## src/rtl/uart_boot_loader.sv

```systemverilog
// uart_boot_loader: holds the CPU in reset while a length-prefixed program streams from UART
// into instruction memory, then forwards later UART bytes to the CPU through a one-byte holding register.
module uart_boot_loader #(
    parameter int INST_MEM_WIDTH = 2
) (
    input  logic                      CLK,
    input  logic                      RST,
    input  logic                      rx_valid,
    input  logic [7:0]                rx_data,
    input  logic                      rx_err,
    output logic                      imem_we,
    output logic [INST_MEM_WIDTH-1:0] imem_addr,
    output logic [31:0]               imem_wdata,
    output logic                      cpu_rst,
    output logic                      in_valid,
    output logic [7:0]                in_data,
    input  logic                      in_ready,
    output logic                      overflow,
    output logic [3:0]                led
);
    localparam int IW = INST_MEM_WIDTH;
    localparam logic [31:0] CAP = 32'd1 << IW;

    typedef enum logic [1:0] {WAIT_LEN, LOAD, RUN, ERROR} state_t;

    state_t          state_q, state_d;
    logic [1:0]      byte_cnt_q, byte_cnt_d;
    logic [23:0]     shift_q, shift_d;
    logic [IW:0]     len_q, len_d, word_idx_q, word_idx_d;
    logic            imem_we_q, imem_we_d;
    logic [IW-1:0]   imem_addr_q, imem_addr_d;
    logic [31:0]     imem_wdata_q, imem_wdata_d;
    logic            in_valid_q, in_valid_d;
    logic [7:0]      in_data_q, in_data_d;
    logic            overflow_q, overflow_d;
    logic            byte_ok, word_done, load_done, pop;
    logic [31:0]     word;

    assign byte_ok   = rx_valid & ~rx_err;
    assign word      = {shift_q, rx_data};
    assign word_done = byte_ok & (byte_cnt_q == 2'd3);
    // word_idx has already advanced past the final word while its write strobe is high
    assign load_done = imem_we_q & (word_idx_q == len_q);
    assign pop       = in_valid_q & in_ready;

    always_comb begin
        state_d      = state_q;
        byte_cnt_d   = byte_cnt_q;
        shift_d      = shift_q;
        len_d        = len_q;
        word_idx_d   = word_idx_q;
        imem_we_d    = 1'b0;
        imem_addr_d  = imem_addr_q;
        imem_wdata_d = imem_wdata_q;
        in_valid_d   = in_valid_q;
        in_data_d    = in_data_q;
        overflow_d   = overflow_q;
        case (state_q)
            WAIT_LEN: begin
                if (rx_err) state_d = ERROR;
                else if (byte_ok) begin
                    shift_d    = word[23:0];
                    byte_cnt_d = byte_cnt_q + 2'd1;
                    if (word_done) begin
                        len_d   = word[IW:0];
                        state_d = (word == 32'd0) ? RUN : (word > CAP) ? ERROR : LOAD;
                    end
                end
            end
            LOAD: begin
                if (rx_err) state_d = ERROR;
                else if (load_done) state_d = RUN;
                else if (byte_ok) begin
                    shift_d    = word[23:0];
                    byte_cnt_d = byte_cnt_q + 2'd1;
                    if (word_done) begin
                        imem_we_d    = 1'b1;
                        imem_addr_d  = word_idx_q[IW-1:0];
                        imem_wdata_d = word;
                        word_idx_d   = word_idx_q + 1'b1;
                    end
                end
            end
            RUN: begin
                if (byte_ok && (!in_valid_q || pop)) begin
                    in_valid_d = 1'b1;
                    in_data_d  = rx_data;
                end else begin
                    in_valid_d = pop ? 1'b0 : in_valid_q;
                    overflow_d = overflow_q | byte_ok;
                end
            end
            default: ;
        endcase
    end

    always_ff @(posedge CLK or posedge RST) begin
        if (RST) begin
            state_q      <= WAIT_LEN;
            byte_cnt_q   <= '0;
            shift_q      <= '0;
            len_q        <= '0;
            word_idx_q   <= '0;
            imem_we_q    <= 1'b0;
            imem_addr_q  <= '0;
            imem_wdata_q <= '0;
            in_valid_q   <= 1'b0;
            in_data_q    <= '0;
            overflow_q   <= 1'b0;
        end else begin
            state_q      <= state_d;
            byte_cnt_q   <= byte_cnt_d;
            shift_q      <= shift_d;
            len_q        <= len_d;
            word_idx_q   <= word_idx_d;
            imem_we_q    <= imem_we_d;
            imem_addr_q  <= imem_addr_d;
            imem_wdata_q <= imem_wdata_d;
            in_valid_q   <= in_valid_d;
            in_data_q    <= in_data_d;
            overflow_q   <= overflow_d;
        end
    end

    assign imem_we    = imem_we_q;
    assign imem_addr  = imem_addr_q;
    assign imem_wdata = imem_wdata_q;
    assign in_valid   = in_valid_q;
    assign in_data    = in_data_q;
    assign overflow   = overflow_q;
    assign cpu_rst    = (state_q != RUN);
    assign led        = 4'b0001 << state_q;
endmodule

```

## config.mk

```make
export PLATFORM = sky130hd
export DESIGN_NAME = uart_boot_loader
export DESIGN_NICKNAME = d
export VERILOG_FILES = /design/src/rtl/uart_boot_loader.sv
export SDC_FILE = /design/constraint.sdc
export NUM_CORES = 1
export LEC_CHECK = 0
export CORE_MARGIN = 2
export CORE_UTILIZATION = 55
export CTS_CLUSTER_DIAMETER = 120
export DETAILED_ROUTE_END_ITERATION = 8
export PLACE_DENSITY = 0.95
export SLEW_MARGIN = 20
export SYNTH_ARGS = -nofsm -noshare
export SYNTH_HDL_FRONTEND = slang
export SYNTH_SLANG_ARGS = --single-unit
```

## constraint.sdc

```tcl
create_clock -name CLK -period 4.81 [get_ports CLK]
set_input_delay 1.443 -clock CLK [delete_from_list [all_inputs] [get_ports CLK]]
set_output_delay 1.443 -clock CLK [all_outputs]
set_load 0.01 [all_outputs]
```

Yosys cells after proc, flatten, opt, wreduce, memory -nomap -nowiden
Index checks and enable logic that the tools add are counted.
{"block": "op_classes", "n_eq_ne": 11, "add_sub_neg": 2, "muxes": 25, "n_bitwise": 8, "n_lt_le_gt_ge": 1, "n_reduce_logical": 14, "shifts": 1}
{"op": "24-bit 2-to-1 mux", "n": 4}
{"op": "24-bit one-hot mux with 2 select lines", "n": 1}
{"op": "32-bit by 3-bit greater-than comparator with 1-bit output (second input constant)", "n": 1}
{"op": "32-bit logical NOT", "n": 1}
{"op": "2-bit 2-to-1 mux", "n": 11}
{"op": "4-bit AND reduction", "n": 3}
{"op": "3-bit != test (second input constant)", "n": 3}
{"op": "2-bit != test (second input constant)", "n": 4}
{"op": "2-bit one-hot mux with 2 select lines", "n": 2}
{"op": "1-bit 2-to-1 mux", "n": 7}
{"op": "2-bit AND reduction", "n": 3}
{"op": "5-bit AND reduction", "n": 1}
{"op": "1-bit AND", "n": 4}
{"op": "2-bit == test (second input constant)", "n": 2}
{"op": "2-bit nonzero test", "n": 2}
{"op": "1-bit by 2-bit left shift with 4-bit output (first input constant)", "n": 1}
{"op": "3-bit by 1-bit adder with 3-bit output (second input constant)", "n": 1}
{"op": "3-bit == test", "n": 1}
{"op": "1-bit inverter", "n": 3}
{"op": "2-bit by 1-bit adder with 2-bit output (second input constant)", "n": 1}
{"op": "2-bit by 1-bit == test with 1-bit output (second input constant)", "n": 1}
{"op": "2-bit logical NOT", "n": 1}
{"op": "1-bit logical AND", "n": 1}
{"op": "1-bit logical NOT", "n": 1}
{"op": "other kinds (2)", "n": 2}
{"block": "word_totals", "out_inout_bits": 50, "ff_bits": 79, "wordCells": 73, "in_bits": 13}

Longest topological paths before layout
Gate-level depths: netlist (run 1).
{"block": "logic_depth", "depth_word": 8, "mapped_depth": 7, "depth_no_buf": 5}

Worst setup path after synthesis (run 1)
Ideal clock, no wire load.
{"block": "synth_timing", "kind": "input port to flip-flop", "from": "input port rx_err", "to": "register imem_addr_q[0], in the netlist imem_addr[0]", "n_path_buf": 2, "path_slack_ns": 2.137, "t_required_ns": 4.685, "setup_time_ns": 0.125, "arrival_time_ns": 2.548, "stages": 4, "path_cell_list": "or4_4 -> buf_6 -> buf_12 -> mux2_4"}
{"block": "synth_between", "elab_chain_cells": 4}
{"element": "start: declaration", "line": "10", "rtl": "input logic rx_err,"}
{"element": "1-bit inverter (no line) (*)"}
{"element": "1-bit AND", "line": "39", "rtl": "assign byte_ok = rx_valid & ~rx_err;"}
{"element": "1-bit AND", "line": "41", "rtl": "assign word_done = byte_ok & (byte_cnt_q == 2'd3);"}
{"element": "5-bit AND reduction (no line) (*)"}
{"element": "end signal: assignment", "line": "117", "rtl": "imem_addr_q <= imem_addr_d;"}
{"element": "end: declaration", "line": "31", "rtl": "logic [IW-1:0] imem_addr_q, imem_addr_d;"}
Mark *: on every way between the ends. The rest lies on a longest branch, timed or not.
A chain may end at the register's enable or synchronous reset.

Worst setup path after layout (run 1)
{"block": "layout_timing", "from": "register state_q[0]", "to": "output port led[2]"}
{"block": "layout_between", "elab_chain_cells": 1}
{"element": "start: declaration", "line": "26", "rtl": "state_t state_q, state_d;"}
{"element": "start signal: assignment", "line": "111", "rtl": "state_q <= state_d;"}
{"element": "1-bit by 2-bit left shift with 4-bit output", "line": "132", "rtl": "assign led = 4'b0001 << state_q;"}
{"element": "end: declaration", "line": "19", "rtl": "output logic [3:0] led"}
No other way between the ends.

==> summary.txt, run 1 <==
Run status
  • Outcome: complete, no violations

Timing
  • Period minus WS final: 3.13 ns
  • Ratio of final minimum period to clock period: 65.0%
  • Total negative slack for setup checks: 0 ns
  • Worst rel slew slack: 46.8%
  • Setup repair after global routing missed its margin: false
  • Pin slew with the least headroom to its limit: 0.792 ns
  • Number of hold violations in the final report: 0
  • Final-report setup violation count: 0
  • Final worst clock skew: 0.00824 ns
  • Max Clock Freq: 0.320 GHz
  • Max-slew violation count: 0

Drt
  • Pre-antenna DRT Iters: 4
  • Vias: 1972
  • Post-DRT Antenna Nets: 0
  • Iter 0 DRT Violations: 90
  • Number of remaining DRC errors: 0
  • Routed wire per std cell: 17.8 um
  • Avg Vias per Cell: 5.46
  • Total length of routed wires: 6.43 mm

Logic synthesis
  • Post-Synthesis Mean Instance Area: 15.5 um^2
  • Yosys warning total: 0
  • Ranking of synthesized cells by area: dfrtp_1 59%, mux2_2 15%, mux2_4 13%
  • Combined area of all synthesized cells: 3320 um^2
  • Primary flip-flop cell chosen by synthesis mapping: dfrtp_1
  • Cell type with the highest aggregate area in the netlist: dfrtp_1
  • Net Count, Synth: 229
  • Unique masters post-synth: 31
  • Gate count of the mapped netlist: 214
  • Ys async rst share: 100%
  • Flop and latch count out of synthesis: 79
  • Number of enable-type register cells in the synthesized netlist: 0
  • Sequential cell area fraction in the yosys report: 59.5%
  • Fraction of synthesized cell area taken by the top area cell type: 59.5%

Die
  • DIE HEIGHT: 81.7 um
  • X dimension of the die: 81.7 um
  • Floorplan Core Area: 5890 um^2
  • Overall die area: 6680 um^2
  • Standard-cell rows: 28
  • Starting Density: 56.5%
  • I/O pin cnt: 63

Layout
  • Number of fillers in the final layout: 395
  • Number of antenna cells inserted: 0
  • Area delta synth->final: 25.1%
  • Proportion of layout cells with a drive suffix above 1: 33.2%
  • NumNets Final: 296

Placement
  • Input/output buffers: 62
  • Estimated wirelength of the detail-placed design: 4.27 mm
  • Global placer's final weighted congestion: 0.884

Worst hold path
  • Path category of the worst min-delay check: flip-flop to flip-flop

Setup path
  • Slowest library cell on the worst path: clkdlybuf4s50_1
  • Crit path max fanout: 10
  • Worst setup SP type: flip-flop
  • Kind of end point of the critical path: primary output
  • Data required time at the worst endpoint: 3.37 ns
  • Family with the most delay on the worst path: buffers and inverters
  • Worst setup path category: flip-flop to primary output
  • Slowest Stage Delay on Critical Path: 0.54 ns
  • Cells traversed along the worst timing path: nand2b_1 > inv_1 > clkdlybuf4s50_1
  • Data arrival time of the critical path: 1.69 ns
  • Crit path buf inv count: 2

CTS
  • Clock Latency Late Sink: 0.35 ns
  • Number of clock sinks: 79
  • Gates resized, CTS repair: 0
  • Number of H-tree levels: 3
  • Maximum buffer depth of the clock tree: 2
  • Clock tree from TritonCTS: built
  • Buffers inserted by post-CTS timing repair: 0
  • Clk slew on worst S/H paths: 0.08 ns
  • CTS Root Cell: clkbuf_8
  • Number of buffers inserted for hold repair after clock tree synthesis: 0
  • Cts bufs inserted: 9

Global routing
  • Pin count of the biggest net entering global routing: 38
  • GRT overflow: 0
  • Vias in the first global route: 2119
  • Initial antenna violation count: 0
  • First-pass GRT wire length: 10.6 mm
  • Global-route total usage across every layer: 21.9%

Power and ir drop
  • Largest voltage drop on the vdd net: 0.199 mV
  • PwrDens: 295 nW/um^2
  • Leakage power total: 2.07 nW
  • Total power of the final layout: 1.23 mW

Run
  • Total of max-cap violations: 0
## routing by layer
metal  vias to the layer above  track usage, %  routed length [um]
met4                         0            11.8                 168
met1                       995            26.3                2790
met2                        60            36.3                3170
met3                        15            5.60                 299
met5                         -               0                   0
li1                        902               -                   -
## final timing paths
kind                               start             end  slack, ns  cells past startpoint
max                           state_q[0]          led[2]       1.68                      3
min                             overflow        overflow       0.49                      1
max reg2reg                word_idx_q[0]  imem_wdata[21]       2.58                      4
min reg2reg                     overflow        overflow       0.49                      1
max in group asynchronous            RST      shift_q[0]       2.61                      3
min in group asynchronous            RST   imem_wdata[2]       1.42                      2
## power breakdown
part           internal (mW)  switching [mW]  leakage [nW]
clock                  0.251           0.233        0.0981
combinational         0.0264          0.0291         0.896
sequential             0.676          0.0121          1.08
## state kept, by name, summed over array words and instances (netlist names), 2 cells and up
signal / cells
len_q: 3
imem_wdata: 32
in_data: 8
state_q: 2
word_idx_q: 3
shift_q: 24
byte_cnt_q: 2
imem_addr: 2
## logic make-up after synthesis
group | Yosys count | synth area share [%]
simple gates | 29 | 4.86
compound gates | 11 | 2.33
fa+ha+maj | 2 | 0.753
buf+inv | 16 | 3.80
mux | 71 | 27.2
flops | 79 | 59.5
xor+xnor | 6 | 1.58
## layout make-up
cell class / count / area (um^2) / share of cell area [%]
Tap cell: 75 / 93.8 / 2.26
Clock buffer: 10 / 138 / 3.31
Inverter: 7 / 26.3 / 0.632
Multi-Input combinational cell: 119 / 1220 / 29.4
Timing Repair Buffer: 65 / 643 / 15.5
Clock inverter: 6 / 60.1 / 1.44
Sequential cell: 79 / 1980 / 47.5
## cells in the mapped netlist, drive strengths merged, types with 3 or more instances
library cell / count
buf: 7
inv: 7
nand2: 8
dfrtp: 79
xnor2: 4
nor4: 9
mux2: 71
o21ai: 3
nor2: 3
## through the flow
step	utilization, %	cell area [um^2]	instances	worst slack [ns]	hold WS (ns)
2_1_floorplan	-	3320	214	1.34	0.448
3_3_place_gp	67.3	3960	345	1.48	0.455
3_5_place_dp	67.3	3960	345	1.44	0.468
4_1_cts	70.7	4160	361	1.67	0.489
5_1_grt	70.7	4160	361	1.59	0.505
6_report	70.7	4160	361	1.68	0.488
## layout by cell type (no fill, tap or decap)
cell type	synthesis	final
xor2_1	2	2
or4_4	1	1
buf_4	0	3
mux2_2	43	43
mux2_4	28	28
ha_1	2	2
o21ai_0	2	2
clkinvlp_4	0	2
a31o_2	1	1
and4_1	1	1
dfrtp_1	79	79
nor3_1	2	2
clkdlybuf4s50_1	0	62
and2_1	1	1
a21o_1	1	1
clkbuf_8	0	10
nand2_1	8	8
a31oi_1	1	1
clkinv_2	0	3
a21oi_2	1	1
nor2_1	3	3
nand2b_1	2	2
o21ai_1	1	1
inv_1	7	6
o211ai_1	1	1
a2bb2oi_1	1	1
nor4_1	9	9
inv_2	0	1
a21oi_1	1	1
bufinv_16	0	1
nor3b_1	1	1
or4_1	1	1
a21bo_2	1	1
xnor2_1	4	4
## worst reg2reg max path: stages (launching register included)
cell     delay (ns)
dfrtp_1        0.44
xnor2_1        0.16
and4_1         0.27
or4_4          0.85
mux2_4         0.41
Power figures use the tool's default switching activity.
==> run 2: changes to the inputs <==
- CORE_UTILIZATION: 55 -> 47
- PLACE_DENSITY: 0.95 -> 0.88
- clock period: 4.81 -> 2.5 ns (I/O delays scaled with it)
==> run 2 against run 1 <==
Cell count increased by 8.3%. Clock power increased by 82%. Die area increased by 16%. Register-to-register slack got worse by 2.1 ns. Non-clock buffer count increased by 9. Design area increased by 3.3%. Largest cell class unchanged.
==> summary.txt, run 2 (same netlist as run 1, synthesis figures left out) <==
CTS
  • Clock tree from TritonCTS: built
  • Cts bufs inserted: 9
  • Number of H-tree levels: 3
  • Gates resized, CTS repair: 0
  • Clock Latency Late Sink: 0.35 ns
  • Maximum buffer depth of the clock tree: 2
  • Clk slew on worst S/H paths: 0.09 ns
  • Buffers inserted by post-CTS timing repair: 0
  • Number of buffers inserted for hold repair after clock tree synthesis: 0
  • Number of clock sinks: 79
  • CTS Root Cell: clkbuf_8

Drt
  • Total length of routed wires: 6.20 mm
  • Routed wire per std cell: 15.9 um
  • Post-DRT Antenna Nets: 0
  • Pre-antenna DRT Iters: 4
  • Number of remaining DRC errors: 0
  • Vias: 2002
  • Iter 0 DRT Violations: 130
  • Avg Vias per Cell: 5.12

Die
  • Floorplan Core Area: 6830 um^2
  • I/O pin cnt: 63
  • Starting Density: 48.7%
  • X dimension of the die: 88.1 um
  • Overall die area: 7760 um^2
  • Standard-cell rows: 30
  • DIE HEIGHT: 88.1 um

Global routing
  • Initial antenna violation count: 0
  • Vias in the first global route: 2056
  • Pin count of the biggest net entering global routing: 29
  • First-pass GRT wire length: 10.4 mm
  • Global-route total usage across every layer: 17.9%
  • GRT overflow: 0

Timing
  • Setup repair after global routing missed its margin: false
  • Pin slew with the least headroom to its limit: 0.589 ns
  • Final worst hold slack: 0.476 ns
  • Final worst clock skew: 0.0126 ns
  • Final-report setup violation count: 0
  • Max Clock Freq: 0.422 GHz
  • Number of hold violations in the final report: 0
  • Worst-case setup margin in the final layout: 0.132 ns
  • Ratio of final minimum period to clock period: 94.7%
  • Period minus WS final: 2.37 ns
  • Total negative slack for setup checks: 0 ns
  • Worst rel slew slack: 60.7%
  • Max-slew violation count: 0

Layout
  • Most common library cell in the layout ignoring fill and taps: dfrtp_1
  • Final cell count without fillers: 391
  • Area delta synth->final: 29.2%
  • NumNets Final: 305
  • Highest-count cells in the layout ignoring fill and taps: 78 x dfrtp_1, 62 x clkdlybuf4s50_1, 43 x mux2_2, 28 x mux2_4
  • Max reg flops: 32
  • Number of antenna cells inserted: 0
  • Final core area utilization: 62.9%
  • Proportion of layout cells with a drive suffix above 1: 35.6%

Setup path
  • Worst setup SP type: flip-flop
  • Data required time at the worst endpoint: 1.75 ns
  • Kind of end point of the critical path: primary output
  • Worst setup path category: flip-flop to primary output
  • Crit path max fanout: 10
  • Data arrival time of the critical path: 1.62 ns

Placement
  • Worst setup timing slack at the placement stage: 0.0794 ns
  • Global placer's final weighted congestion: 0.798
  • Estimated wirelength of the detail-placed design: 4.44 mm
  • Input/output buffers: 62
  • Number of placed instances, taps included: 375

Run
  • Total of max-cap violations: 0

Power and ir drop
  • PwrDens: 539 nW/um^2
  • Largest voltage drop on the vdd net: 0.351 mV
  • Leakage power total: 2.12 nW

Worst hold path
  • Path category of the worst min-delay check: flip-flop to flip-flop

Run status
  • Outcome: complete, no violations
run 2: cell types whose count changed in the layout (fill, tap and decap cells not counted), moves of 3 or more:
| cell | change |
|---|---|
| buf_12 | +4 |
| buf_4 | +5 |
| inv_6 | +4 |
| clkinv_2 | -3 |
run 2: routing by layer:
layer / global-route usage [%] / vias up / share of wire (%)
met5: 0 / - / 0
met4: 6.47 / 0 / 1.4
met1: 24.2 / 1023 / 45
met3: 5.00 / 11 / 4.3
met2: 28.1 / 58 / 49
li1: - / 910 / -
run 2: area by class of cell:
cell class	instances	area (um^2)
Multi-Input combinational cell	119	1220
Fill cell	519	2540
Timing Repair Buffer	74	761
Sequential cell	79	1980
Clock inverter	7	61.3
Clock buffer	9	124
Tap cell	96	120
Inverter	7	30.0
run 2: path summary, 6_finish.rpt:
check	cells after the start	start	end	slack, ns
max in group asynchronous	3	RST	shift_q[10]	1.14
min	1	byte_cnt_q[0]	byte_cnt_q[0]	0.48
max reg2reg	5	word_idx_q[0]	imem_wdata[31]	0.44
min reg2reg	1	byte_cnt_q[0]	byte_cnt_q[0]	0.48
max	3	state_q[0]	led[2]	0.13
min in group asynchronous	2	RST	byte_cnt_q[0]	0.82
run 2: power breakdown:
group	switching, mW	internal (mW)
clock network	0.501	0.381
logic	0.0548	0.0563
registers	0.0227	1.30
run 2: worst max-delay path, stage by stage, from the launching register on:
cell,delay (ns)
dfrtp_2,0.47
nand2b_1,0.19
inv_1,0.08
clkdlybuf4s50_1,0.53
run 2: metrics by stage:
step,cell area (um^2),power [mW]
global placement,4110,1.46
CTS,4290,2.35
global route,4300,2.41
floorplan,3330,1.39
detailed placement,4110,1.46
finish,4300,2.31
